==> src/rtl/switch_pkg.sv <==
// Shared constants and helpers for the switch input conditioning stage.
// Provides default width, reset level, debounce window and counter sizing.
package switch_pkg;

   localparam int               SW_WIDTH               = 4;
   localparam logic [SW_WIDTH-1:0] SW_RESET_VAL        = 4'b1111;
   localparam int               SW_DEBOUNCE_20MS_50MHZ = 1_000_000;

   // Counter must reach n-1; never narrower than one bit.
   function automatic int sw_cnt_w(input int n);
      int w;
      w = $clog2(n);
      return (w < 1) ? 1 : w;
   endfunction

endpackage

==> src/rtl/debounce_bit.sv <==
// One-bit synchroniser + stability counter + debounced flop (+ edge pulses under SWITCH_DEBOUNCE_EDGE_EN).
// Latency DEBOUNCE_CYCLES+2 clocks from first sample; no backpressure, level is accepted unconditionally.
module debounce_bit
   import switch_pkg::*;
#(
   parameter int   DEBOUNCE_CYCLES = SW_DEBOUNCE_20MS_50MHZ,
   parameter logic RESET_VAL_BIT   = 1'b1
) (
   input  logic clk,
   input  logic rst,
   input  logic raw,
   output logic stable,
   output logic rise,
   output logic fall
);

   localparam int                CNT_W    = sw_cnt_w(DEBOUNCE_CYCLES);
   localparam logic [CNT_W-1:0]  CNT_LAST = CNT_W'(DEBOUNCE_CYCLES - 1);

   logic             s1;
   logic             s2;
   logic [CNT_W-1:0] cnt;

   always_ff @(posedge clk) begin
      if (rst) begin
         s1     <= RESET_VAL_BIT;
         s2     <= RESET_VAL_BIT;
         stable <= RESET_VAL_BIT;
         cnt    <= '0;
      end else begin
         s1 <= raw;
         s2 <= s1;
         // Any return to the accepted level restarts the stability window.
         if (s2 == stable) begin
            cnt <= '0;
         end else if (cnt == CNT_LAST) begin
            stable <= s2;
            cnt    <= '0;
         end else begin
            cnt <= cnt + 1'b1;
         end
      end
   end

`ifdef SWITCH_DEBOUNCE_EDGE_EN
   logic accept;
   assign accept = (s2 != stable) && (cnt == CNT_LAST);

   always_ff @(posedge clk) begin
      if (rst) begin
         rise <= 1'b0;
         fall <= 1'b0;
      end else begin
         rise <= accept &  s2;
         fall <= accept & ~s2;
      end
   end
`else
   assign rise = 1'b0;
   assign fall = 1'b0;
`endif

endmodule

==> src/rtl/switch_debounce.sv <==
// Debounces WIDTH raw switch pins into a clean sw_stable bus; rise/fall pulses need SWITCH_DEBOUNCE_EDGE_EN.
// Latency DEBOUNCE_CYCLES+2 clocks per bit; no backpressure, all bits run independently.
module switch_debounce
   import switch_pkg::*;
#(
   parameter int               WIDTH           = SW_WIDTH,
   parameter int               DEBOUNCE_CYCLES = SW_DEBOUNCE_20MS_50MHZ,
   parameter logic [WIDTH-1:0] RESET_VAL       = {WIDTH{1'b1}}
) (
   input  logic             clk,
   input  logic             rst,
   input  logic [WIDTH-1:0] sw_raw,
   output logic [WIDTH-1:0] sw_stable,
   output logic [WIDTH-1:0] sw_rise,
   output logic [WIDTH-1:0] sw_fall
);

   for (genvar i = 0; i < WIDTH; i++) begin : g_bit
      debounce_bit #(
         .DEBOUNCE_CYCLES (DEBOUNCE_CYCLES),
         .RESET_VAL_BIT   (RESET_VAL[i])
      ) u_bit (
         .clk    (clk),
         .rst    (rst),
         .raw    (sw_raw[i]),
         .stable (sw_stable[i]),
         .rise   (sw_rise[i]),
         .fall   (sw_fall[i])
      );
   end

endmodule

==> config.mk <==
export PLATFORM = sky130hd
export DESIGN_NAME = switch_debounce
export DESIGN_NICKNAME = d
export VERILOG_FILES = /design/src/rtl/switch_pkg.sv /design/src/rtl/debounce_bit.sv /design/src/rtl/switch_debounce.sv
export SDC_FILE = /design/constraint.sdc
export NUM_CORES = 1
export LEC_CHECK = 0
export BUFFER_PORTS_ARGS = -buffer_cell sky130_fd_sc_hd__buf_2
export CORE_MARGIN = 2
export CORE_UTILIZATION = 55
export DETAILED_ROUTE_END_ITERATION = 8
export GPL_TIMING_DRIVEN = 0
export PLACE_DENSITY = 0.73
export SYNTH_ARGS = -nofsm -noshare
export SYNTH_HDL_FRONTEND = slang
export SYNTH_SLANG_ARGS = --single-unit
==> constraint.sdc <==
create_clock -name clk -period 1.8 [get_ports clk]
set_input_delay 0.36 -clock clk [delete_from_list [all_inputs] [get_ports clk]]
set_output_delay 0.36 -clock clk [all_outputs]
set_load 0.02 [all_outputs]
==> implementation parameters <==
Parameter                              Value

Synth
  Post-synthesis cell area    0.00417 mm2
  Cell taking the most area after synthesis    sky130_fd_sc_hd__dfxtp_1
  Post-synthesis sequential area ratio    44.2%
  Post-synth top area share    approximately 44%
  Post-synth EDFFs    0
  Average cell area after synthesis    between 8 and 9 um2
  Ys async rst share    0%
  Flip-flop and latch count after synthesis    92
  Synthesized instance count    between 400 and 500
  Dominant cells by area after synthesis    sky130_fd_sc_hd__dfxtp_1 (44%), sky130_fd_sc_hd__xnor2_1 (7.6%), sky130_fd_sc_hd__nor2_1 (5.9%), sky130_fd_sc_hd__xor2_1 (3.8%), sky130_fd_sc_hd__nand3_1 (3.5%)
  Number of distinct standard cells referenced by the synthesized netlist    43
  Most common flop cell mapped by yosys    sky130_fd_sc_hd__dfxtp_1
  Warnings from Yosys    0

Setup path
  Source of the critical timing path    g_bit[3].u_bit.cnt[6]
  Worst endpoint data arrival time    2310 ps
  Sequence of cells on the critical path    or4_1 -> or4_4 -> o211ai_1 -> buf_4 -> buf_6 -> nor2_1
  Destination of the worst register-to-register timing path    g_bit[3].u_bit.cnt[0]
  Worst R2R Setup Slack    -260 ps
  Endpoint type of the worst setup path    flip-flop
  Max FO, Critical Path    5
  Cell type of the slowest stage on the worst timing path    sky130_fd_sc_hd__or4_4
  Critical path class    reg2reg
  Required time of the critical path    2050 ps
  Reg2Reg Launch Point    g_bit[3].u_bit.cnt[6]
  Slowest stage delay, CP    540 ps
  End point of the critical path    g_bit[3].u_bit.cnt[0]
  Logic depth of the worst register-to-register path    6
  Type of origin of the critical path    flip-flop

Route
  Initial drt markers    110
  Detail Route Antenna Nets    0
  Vias after detailed routing    3495
  DR WL met2    about 4.1 mm
  Average wire per standard cell    13.1 um
  Pre-antenna DRT Iters    4
  Vias per inst    5.57
  Remaining DRCs    0
  Sum of routed wire segments on met1    approximately 3.7 mm
  Met3 wirelength from detailed routing    307 um
  Final wirelength    8.25 mm
  Highest metal layer with signal wires    met4

Layout
  Number of inserted diodes    0
  Area growth from synthesis to layout    20.6%
  Filler instances    606
  Layout cells sized above 1    29.2%
  Finished Layout Cells    roughly 630
  Non-Filler Cell Area, Final    0.00503 mm2
  Post-layout net count    533

Clock network
  Number of clock sinks    roughly 90
  Clock latency of the later-clocked register in the worst-skew pair    360 ps
  TritonCTS clock tree    built
  Number of buffers inserted for hold repair after clock tree synthesis    0
  Number of H-tree levels    3
  CTS clock-pin slew for the worst setup and hold paths    ~80 ps
  Number of buffers on the longest clock path    2
  CTS root buffer    sky130_fd_sc_hd__clkbuf_8
  Num CTS Buffers    9

Global routing
  First-pass GRT wire length    14.1 mm
  Aggregate global-route resource usage    20.3%
  Via count of the first global-routing pass    3245
  Pin count of the biggest net entering global routing    16
  Initial antenna violation count    0
  Final global-route overflow total    0

Floorplan
  Width of the die    91.1 um
  Die extent in y    91.1 um
  Num ports    18
  Total die area    0.00829 mm2
  Effective utilization at floorplan    57.2%
  Core area    roughly 0.0073 mm2
  Number of core rows    31

Pwr
  Power per Cell Area    703 mW/mm2
  Sequential share of power    57.8%
  Reported net switching power    775 uW
  Int Pwr    2.76 mW
  Share of total power consumed by net switching    22.0%
  Max VDD drop    around 0.00038 V
  Leak pwr    around 1.5 nW
  Proportion of power drawn by combinational gates    2.9%
  Clock power frac    39.3%

Timing
  Final hold violations    0
  Worst hold slack after final layout    ~200 ps
  Crit path time final    2060 ps
  RSZ-0062 raised after global routing    true
  Sum Neg Setup Slack    -11740 ps
  Final critical-path share of the clock period    115%
  Minimum setup slack in the final design    -262 ps
  Max Transition Viols Final    0
  Final setup viols    61
  Clock skew after layout    between 10 and 15 ps
  Max Freq    0.485 GHz

Placement
  Pre-CTS WS    -307 ps
  Cell total after placement    588
  Final estimated routing congestion in global placement    ~0.78
  Placement-stage cell area    around 0.0044 mm2
  Count of buffers inserted at the top-level ports    9
  Sum of net half-perimeters after detailed placement    5.30 mm

Worst hold path
  Worst hold stages    2
  Worst min path class    in2reg

Flow run
  Max-cap violations    0

Status
  Violations in the final reports    setup timing
  Outcome    finished, violations left
-- synthesized netlist by cell type (2+ instances only) --
cell type,instances
sky130_fd_sc_hd__dfxtp_1,92
sky130_fd_sc_hd__nor2_1,65
sky130_fd_sc_hd__xnor2_1,36
sky130_fd_sc_hd__nand3_1,29
sky130_fd_sc_hd__nand4_1,22
sky130_fd_sc_hd__a21oi_1,21
sky130_fd_sc_hd__nand2_1,21
sky130_fd_sc_hd__o21ai_0,18
sky130_fd_sc_hd__xor2_1,18
sky130_fd_sc_hd__inv_1,17
sky130_fd_sc_hd__buf_4,14
sky130_fd_sc_hd__or3_1,14
sky130_fd_sc_hd__nor3_1,12
sky130_fd_sc_hd__or4_1,12
sky130_fd_sc_hd__and4_1,8
sky130_fd_sc_hd__or2_2,8
sky130_fd_sc_hd__and3_1,7
sky130_fd_sc_hd__nor4_1,7
sky130_fd_sc_hd__o31ai_1,6
sky130_fd_sc_hd__clkbuf_1,5
sky130_fd_sc_hd__buf_2,4
sky130_fd_sc_hd__ha_1,4
sky130_fd_sc_hd__and2_1,3
sky130_fd_sc_hd__nand4b_1,3
sky130_fd_sc_hd__nor4b_1,3
sky130_fd_sc_hd__o211ai_1,3
sky130_fd_sc_hd__o21ai_4,2
sky130_fd_sc_hd__or3b_2,2
sky130_fd_sc_hd__or4_4,2
sky130_fd_sc_hd__or4b_1,2
-- cell families (layout without fill, tap and decap cells) --
kind of cell / count (synthesis) / in the layout / synth area share [%]
AOI/OAI and AO/OA: 55 / 55 / 8.05
xor gates and xnor gates: 54 / 54 / 11.3
adders and majority gates: 4 / 4 / 1.20
buffers and inverters: 40 / 88 / 4.98
DFF: 92 / 92 / 44.2
other: 1 / 8 / 0.0900
and+or+nand+nor: 227 / 227 / 30.1
-- area by class of cell --
type,instances,area [um2],share of cell area [%]
multi-input combinational,348,2340,46.5
sequential,92,1880,37.4
timing repair buffer,33,263,5.23
buffer,22,159,3.16
clock buffer,10,138,2.74
tap,99,124,2.46
clock inverter,6,63.8,1.27
inverter,17,63.8,1.27
-- critical path: cells and delay by family (launching register included) --
| family | cells | cell delay [ps] |
|---|---|---|
| flip-flops | 1 | 360 |
| AND/OR/NAND/NOR | 3 | 1080 |
| buffers and inverters | 2 | 290 |
| AO/OA/AOI/OAI | 1 | 230 |
-- power by group through the flow --
stage	Clock [mW]	Combinational [mW]	Sequential, mW
after CTS	1.44	0.0939	2.04
after global placement	0	0.0776	2.10
after floorplan	0	0.0610	2.10
after global routing	1.51	0.110	2.04
after detailed placement	0	0.0787	2.10
final	1.39	0.102	2.04
-- registers in the layout, summed over array words and instances, names as in the netlist --
name and count:
g_bit.u_bit.stable 4, g_bit.u_bit.s2 4, g_bit.u_bit.s1 4, g_bit.u_bit.cnt 80
-- metal layers --
layer	track usage, %	vias to the layer above
li1	-	1759
met1	25.6	1650
met2	33.6	72
met3	5.23	14
met4	7.58	0
met5	0	-
-- how the worst min path moves through the flow --
stage                                 start  slack (ps)                 to
after floorplan           g_bit[0].u_bit.s1         390  g_bit[0].u_bit.s2
after global placement    g_bit[3].u_bit.s1         390  g_bit[3].u_bit.s2
after detailed placement  g_bit[3].u_bit.s1         390  g_bit[3].u_bit.s2
after CTS                         sw_raw[1]         190  g_bit[1].u_bit.s1
after global routing              sw_raw[3]         190  g_bit[3].u_bit.s1
final                             sw_raw[1]         200  g_bit[1].u_bit.s1
-- cell usage in the layout, fill, tap and decap left out, drive strengths merged, types with 3 or more instances in the layout --
cell type,n
or4,14
nor4,8
nor2,65
and3,7
o211ai,3
dfxtp,92
nand3,29
or4b,4
ha,4
and4,8
a21oi,22
buf,50
nand2,21
inv,17
o21ai,21
clkbuf,15
or3,14
or2,8
clkinv,3
conb,8
nor4b,3
and2,3
o31ai,6
xnor2,36
xor2,18
nand4b,3
nor3,12
nand4,23
-- timing repair --
item	4_1_cts	5_1_grt
gates cloned	3	0
buffers inserted	15	7
endpoints found under the setup margin	73	72
pin swaps	15	4
resized for setup	47	36
-- stage by stage --
stage | util, % | power, mW
final | 68.9 | 3.53
after global routing | 68.9 | 3.66
after CTS | 67.1 | 3.57
after detailed placement | 60.6 | 2.18
after global placement | 60.6 | 2.18
after floorplan | - | 2.16
Power figures use the tool's default switching activity.
